===== src/rtl/brnch_pred_pkg.sv =====
// Shared types for the branch-prediction controller: 2-bit counter states,
// the branch history/target table entry layout and the counter transition.
package brnch_pred_pkg;

    // Widths of the stored table entry fields (tag and target address).
    localparam int BP_TAG_W = 8;
    localparam int BP_PC_W  = 32;

    typedef enum logic [1:0] {
        PREDICT_NOT_TAKEN_FIRST  = 2'b00,
        PREDICT_NOT_TAKEN_SECOND = 2'b01,
        PREDICT_TAKEN_SECOND     = 2'b10,
        PREDICT_TAKEN_FIRST      = 2'b11
    } ctr_t;

    typedef struct packed {
        logic                valid;
        logic [BP_TAG_W-1:0] tag;
        ctr_t                ctr;
        logic [BP_PC_W-1:0]  target;
    } bht_entry_t;

    // Counter transition on a resolved branch. A weakly-not-taken entry
    // jumps straight to strongly taken on a taken outcome.
    function automatic ctr_t next_ctr(input ctr_t cur, input logic taken);
        ctr_t nxt;
        case (cur)
            PREDICT_TAKEN_FIRST:      nxt = taken ? PREDICT_TAKEN_FIRST      : PREDICT_TAKEN_SECOND;
            PREDICT_TAKEN_SECOND:     nxt = taken ? PREDICT_TAKEN_FIRST      : PREDICT_NOT_TAKEN_FIRST;
            PREDICT_NOT_TAKEN_SECOND: nxt = taken ? PREDICT_TAKEN_FIRST      : PREDICT_NOT_TAKEN_FIRST;
            PREDICT_NOT_TAKEN_FIRST:  nxt = taken ? PREDICT_NOT_TAKEN_SECOND : PREDICT_NOT_TAKEN_FIRST;
            default:                  nxt = PREDICT_NOT_TAKEN_FIRST;
        endcase
        return nxt;
    endfunction

endpackage


===== src/rtl/brnch_pred_ctrl_bht_table.sv =====
// Direct-mapped branch history/target table: one combinational lookup port
// and one synchronous update port that applies the resolved outcome
// (counter step on a tag hit, allocation on a taken miss).
module bht_table
    import brnch_pred_pkg::*;
#(
    parameter int IDX_W = 4
) (
    input  logic                clk,
    input  logic                rst_n,
    input  logic [IDX_W-1:0]    rd_idx,
    output bht_entry_t          rd_entry,
    input  logic                upd_en,
    input  logic [IDX_W-1:0]    upd_idx,
    input  logic [BP_TAG_W-1:0] upd_tag,
    input  logic                upd_taken,
    input  logic [BP_PC_W-1:0]  upd_target
);

    localparam int DEPTH = 1 << IDX_W;

    bht_entry_t mem_r [DEPTH];
    bht_entry_t cur_s;
    bht_entry_t nxt_s;
    logic       wr_en_s;

    assign rd_entry = mem_r[rd_idx];
    assign cur_s    = mem_r[upd_idx];

    // Build the replacement entry for the resolving branch's slot.
    always_comb begin
        nxt_s   = cur_s;
        wr_en_s = 1'b0;
        if (upd_en) begin
            if (cur_s.valid && (cur_s.tag == upd_tag)) begin
                wr_en_s   = 1'b1;
                nxt_s.ctr = next_ctr(cur_s.ctr, upd_taken);
                if (upd_taken) begin
                    nxt_s.target = upd_target;
                end else begin
                    nxt_s.target = cur_s.target;
                end
            end else if (upd_taken) begin
                wr_en_s      = 1'b1;
                nxt_s.valid  = 1'b1;
                nxt_s.tag    = upd_tag;
                nxt_s.ctr    = PREDICT_TAKEN_SECOND;
                nxt_s.target = upd_target;
            end else begin
                wr_en_s = 1'b0;
            end
        end else begin
            wr_en_s = 1'b0;
        end
    end

    // Table storage; reset invalidates every entry and clears its counter.
    always_ff @(posedge clk) begin
        if (!rst_n) begin
            for (int i = 0; i < DEPTH; i++) begin
                mem_r[i].valid <= 1'b0;
                mem_r[i].ctr   <= PREDICT_NOT_TAKEN_FIRST;
            end
        end else if (wr_en_s) begin
            mem_r[upd_idx] <= nxt_s;
        end
    end

endmodule


===== src/rtl/brnch_pred_ctrl.sv =====
// Branch-prediction controller: IF-stage table lookup, IF/ID prediction
// record, ID-stage resolution with flush/redirect, and statistics counters.
module brnch_pred_ctrl
    import brnch_pred_pkg::*;
#(
    parameter int IDX_W  = 4,
    parameter int TAG_W  = 8,
    parameter int PC_W   = 32,
    parameter int STAT_W = 16
) (
    input  logic              clk,
    input  logic              rst_n,
    input  logic [PC_W-1:0]   if_pc,
    input  logic              brch_instr_detectd_IF,
    input  logic              if_stall,
    input  logic              brch_instr_detectd_ID,
    input  logic              brch_hazard_stall,
    input  logic              actual_brch_result,
    input  logic [PC_W-1:0]   actual_target,
    output logic              predict_br_taken,
    output logic [PC_W-1:0]   predict_target,
    output logic              mispredict_flush,
    output logic [PC_W-1:0]   redirect_pc,
    output logic [STAT_W-1:0] stat_br_cnt,
    output logic [STAT_W-1:0] stat_mispred_cnt
);

    logic [IDX_W-1:0] if_idx_s;
    logic [TAG_W-1:0] if_tag_s;
    bht_entry_t       rd_entry_s;
    logic             hit_s;
    logic             ctr_taken_s;
    logic             resolve_s;
    logic [TAG_W-1:0] rec_tag_s;

    logic             rec_valid_r;
    logic [PC_W-1:0]  rec_pc_r;
    logic [IDX_W-1:0] rec_idx_r;
    logic             rec_pred_r;
    logic [PC_W-1:0]  rec_tgt_r;

    assign if_idx_s  = if_pc[IDX_W+1:2];
    assign if_tag_s  = if_pc[IDX_W+TAG_W+1:IDX_W+2];
    assign rec_tag_s = rec_pc_r[IDX_W+TAG_W+1:IDX_W+2];

    // The update port sees the entry as it was before this edge, so a
    // same-index lookup in the resolve cycle returns pre-update data.
    bht_table #(.IDX_W(IDX_W)) u_bht_table (
        .clk        (clk),
        .rst_n      (rst_n),
        .rd_idx     (if_idx_s),
        .rd_entry   (rd_entry_s),
        .upd_en     (resolve_s),
        .upd_idx    (rec_idx_r),
        .upd_tag    (rec_tag_s),
        .upd_taken  (actual_brch_result),
        .upd_target (actual_target)
    );

    assign hit_s       = rd_entry_s.valid && (rd_entry_s.tag == if_tag_s);
    assign ctr_taken_s = (rd_entry_s.ctr == PREDICT_TAKEN_FIRST) ||
                         (rd_entry_s.ctr == PREDICT_TAKEN_SECOND);

    assign predict_br_taken = brch_instr_detectd_IF && hit_s && ctr_taken_s;
    assign predict_target   = predict_br_taken ? rd_entry_s.target : {PC_W{1'b0}};

    assign resolve_s = brch_instr_detectd_ID && !brch_hazard_stall && rec_valid_r;

    // Compare the carried prediction with the resolved outcome.
    always_comb begin
        mispredict_flush = 1'b0;
        redirect_pc      = {PC_W{1'b0}};
        if (resolve_s) begin
            if (rec_pred_r && !actual_brch_result) begin
                mispredict_flush = 1'b1;
                redirect_pc      = rec_pc_r + PC_W'(32'd4);
            end else if (!rec_pred_r && actual_brch_result) begin
                mispredict_flush = 1'b1;
                redirect_pc      = actual_target;
            end else if (rec_pred_r && actual_brch_result && (rec_tgt_r != actual_target)) begin
                mispredict_flush = 1'b1;
                redirect_pc      = actual_target;
            end else begin
                mispredict_flush = 1'b0;
                redirect_pc      = {PC_W{1'b0}};
            end
        end else begin
            mispredict_flush = 1'b0;
            redirect_pc      = {PC_W{1'b0}};
        end
    end

    // IF/ID prediction record; a flush wins over a stall.
    always_ff @(posedge clk) begin
        if (!rst_n) begin
            rec_valid_r <= 1'b0;
            rec_pc_r    <= {PC_W{1'b0}};
            rec_idx_r   <= {IDX_W{1'b0}};
            rec_pred_r  <= 1'b0;
            rec_tgt_r   <= {PC_W{1'b0}};
        end else if (mispredict_flush) begin
            rec_valid_r <= 1'b0;
        end else if (!if_stall) begin
            rec_valid_r <= brch_instr_detectd_IF && !mispredict_flush;
            rec_pc_r    <= if_pc;
            rec_idx_r   <= if_idx_s;
            rec_pred_r  <= predict_br_taken;
            rec_tgt_r   <= predict_target;
        end
    end

    // Saturating counts of resolved branches and mispredictions.
    always_ff @(posedge clk) begin
        if (!rst_n) begin
            stat_br_cnt      <= {STAT_W{1'b0}};
            stat_mispred_cnt <= {STAT_W{1'b0}};
        end else begin
            if (resolve_s && (stat_br_cnt != {STAT_W{1'b1}})) begin
                stat_br_cnt <= stat_br_cnt + STAT_W'(1'b1);
            end
            if (mispredict_flush && (stat_mispred_cnt != {STAT_W{1'b1}})) begin
                stat_mispred_cnt <= stat_mispred_cnt + STAT_W'(1'b1);
            end
        end
    end

endmodule


===== config.mk =====
export PLATFORM = sky130hd
export DESIGN_NAME = brnch_pred_ctrl
export DESIGN_NICKNAME = d
export VERILOG_FILES = /design/src/rtl/brnch_pred_pkg.sv /design/src/rtl/brnch_pred_ctrl_bht_table.sv /design/src/rtl/brnch_pred_ctrl.sv
export SDC_FILE = /design/constraint.sdc
export NUM_CORES = 1
export LEC_CHECK = 0
export CAP_MARGIN = 30
export CORE_ASPECT_RATIO = 0.75
export CORE_MARGIN = 2
export CORE_UTILIZATION = 55
export DETAILED_ROUTE_END_ITERATION = 10
export PLACE_DENSITY = 0.76
export RECOVER_POWER = 50
export SKIP_CTS_REPAIR_TIMING = 1
export SYNTH_ARGS = -nofsm -noshare
export SYNTH_HDL_FRONTEND = slang
export SYNTH_SLANG_ARGS = --single-unit

===== constraint.sdc =====
create_clock -name clk -period 6.8 [get_ports clk]
set_input_delay 2.04 -clock clk [delete_from_list [all_inputs] [get_ports clk]]
set_output_delay 2.04 -clock clk [all_outputs]
set_load 0.05 [all_outputs]

==> impl_results.md <==
* Area grow syn2layout at 16.4%
* ANT nets after route at 0
* CTS Sinks at a little under 800
* Largest fanout on the critical path at 23
* R2R Path End: u_bht_table.mem_r[10][11]
* Cells after Synth at 2175
* Root Buffer: clkbuf_16
* Most used DFF post-synth: edfxtp_1
* Fillers at approximately 4500
* Leakage at 14.2 nW
* Reg clk slew, reported paths at 60 ps
* VDD IR max at around 0.00020 V
* Global routing usage on met2 at between 40% and 50%
* Die Ht at 230 um
* Register area share after synthesis at 60.1%
* Synth warn at 0
* Final Hold Vio Count at 0
* Cell with the most instances after synthesis: edfxtp_1
* Largest net degree at the start of global routing at 70
* Maximum clock frequency at 148 MHz
* Failing checks: max-capacitance violations, max-slew violations
* Initial Util at 55.9%
* First-pass GRT wire length at 160 mm
* Drt pass-1 iters at 6
* Hpwl dp at 68.1 mm
* Fin. max-slew vios at 37
* Library cells used by synthesis at 54
* CP endpoint kind: output port
* WHS Path Cells at 2
* GRT met1 Usage at 43.2%
* Clk Latency, worst-skew pair at approximately 630 ps
* FFs w/ async S/R, synth at 0%
* Worst endpoint data arrival time at between 4000 and 5000 ps
* Synth cell count leaders: 672 x edfxtp_1, 403 x mux4_2, 201 x nand2_1
* Routability cong. at 0.949
* Max Root-Sink Buffers at 3
* Number of vias per cell at 7.08
* Internal reg-to-reg setup slack at 270 ps
* Worst path required time at 4760 ps
* Post-synthesis average cell area at 17.2 um^2
* Overflow after GRT at 0
* HP Start: u_bht_table.mem_r[0][42]
* CP Launch Type: input port
* Num ports at 169
* Cell taking the most area after synthesis: edfxtp_1
* PwrDens at 246 nW/um^2
* Least-Margin Pin Slew at 2320 ps
* Initial antenna violation count at 2
* # H-tree levels at 3
* Syn Nets at around 2300
* Final setup violation count at 0
* Vias in the first global route at 23600
* Crit path time final at 6750 ps
* Setup TNS at 0 ps
* Core ar. at 67100 um^2
* Overall routing resource usage at 31.4%
* DRC violations left at 0
* Yosys reg bits at a little under 800
* Number of synthesized flops with an enable pin at 672
* Crit Path Category: in2out
* Num CTS Buffers at 78
* Hold WC Path Type: reg2reg
* GRT met3 Usage at 10.5%
* DR iter-0 viols at 3484
* Die X at 305 um
* Share of layout cells above drive strength 1 at 31.2%
* Final core utilization at 65.0%
* Final period utilization at 99.3%
* RSZ-0062 raised after global routing: no
* Status: finished with violations
* Synth area leaders: edfxtp_1 54%, mux4_2 24%, dfxtp_1 6.3%
* Hold EP: u_bht_table.mem_r[0][42]
* Skew final at 29.1 ps
* Num rows at 82
* R2R depth at 11
* Cell Area, Synth at about 37000 um^2
* Via count at 23500
* CTS tree: built
* WL/cell at 33.2 um
* Busiest grt layer: met2
* Die ar. at ~70000 um^2
* Final WL at 110 mm
* Fin nets at roughly 2500
* Max-slew headroom at -55.0%
* MaxCap Viol Count at 2
* Share of the synthesized area in the top cell type at between 50% and 60%
* PortBufs at 168
-- report_power, final --
group | total (mW) | switching (mW) | internal [mW] | leakage, nW
Sequential | 5.42 | 0.0515 | 5.36 | 7.04
Clock | 4.41 | 1.85 | 2.56 | 1.28
Combinational | 0.927 | 0.531 | 0.397 | 5.84
Total | 10.8 | 2.44 | 8.32 | 14.2
-- worst max-delay path by stage --
stage / startpoint / endpoint / slack (ps)
6_report: actual_target[29] / redirect_pc[13] / 50
5_1_grt: actual_target[29] / redirect_pc[13] / 7
4_1_cts: actual_target[3] / redirect_pc[13] / -40
3_5_place_dp: actual_target[3] / redirect_pc[13] / -30
3_3_place_gp: actual_target[29] / redirect_pc[10] / -140
2_1_floorplan: if_pc[2] / predict_target[12] / 20
-- worst max-delay path, stage by stage --
cell             delay (ps)
clkdlybuf4s50_1         490
xnor2_2                 350
nand4_1                 150
clkbuf_4                160
nor4_1                  340
buf_4                   170
a31oi_1                 170
o21ai_4                 220
buf_12                  150
buf_12                  150
a211oi_1                 70
buf_4                   240
-- cells by family (layout without fill, tap and decap cells) --
kind of cell               Yosys count  after routing  synth area share, %
muxes                              459            459                 25.8
buffers and inverters              185            453                 2.24
and+or+nand+nor                    491            491                 6.42
AOI/OAI and AO/OA                  146            146                 2.94
other                                0              3                    0
xor gates and xnor gates            97             97                 2.27
DFF                                790            790                 60.1
adders and majority gates            7              7                0.234
-- layout make-up --
class / instances / area (um^2) / share of cell area, %
Multi-Input combinational cell: 1200 / 14300 / 32.7
Timing Repair Buffer: 295 / 3080 / 7.05
Sequential cell: 790 / 22600 / 51.7
Clock inverter: 35 / 370 / 0.849
Clock buffer: 108 / 2220 / 5.09
Tap cell: 882 / 1100 / 2.53
Inverter: 15 / 56.3 / 0.129
Antenna cell: 3 / 7.51 / 0.0172
-- per-stage QoR --
stage	hold WS (ps)	total power, mW	setup WS [ps]	cell area (um^2)	std cells
3_5_place_dp	467	6.42	-31.2	40900	3176
4_1_cts	476	10.8	-38.5	43500	3319
6_report	476	10.8	47.9	43600	3328
3_3_place_gp	459	6.39	-142	40900	3175
2_1_floorplan	432	6.09	15.5	37500	2175
5_1_grt	486	11.0	7.13	43600	3325
-- placed cells by master, fill, tap and decap left out, drive strengths merged, types with 29 or more instances in the layout --
cell type      instances
edfxtp               672
mux4                 404
nand2                201
buf                  190
dfxtp                118
clkbuf               116
nor2                  64
clkdlybuf4s50         63
xnor2                 58
and2                  58
mux2i                 47
xor2                  39
dlygate4sd3           33
a22o                  32
o31ai                 30
nand3                 29
a211oi                29
nor4                  29
-- per-layer routing --
layer / routed length (um) / vias up
li1: - / 9297
met5: 13 / -
met1: 39300 / 12000
met3: 16700 / 279
met2: 50400 / 1922
met4: 3970 / 2
-- registers in the layout, summed over array words and instances (netlist names), named ones only --
name               cells
rec_pc_r              32
rec_pred_r             1
rec_valid_r            1
u_bht_table.mem_r    688
rec_tgt_r             32
stat_mispred_cnt      16
stat_br_cnt           16
Note: power is estimated with default switching activity, not from simulation.
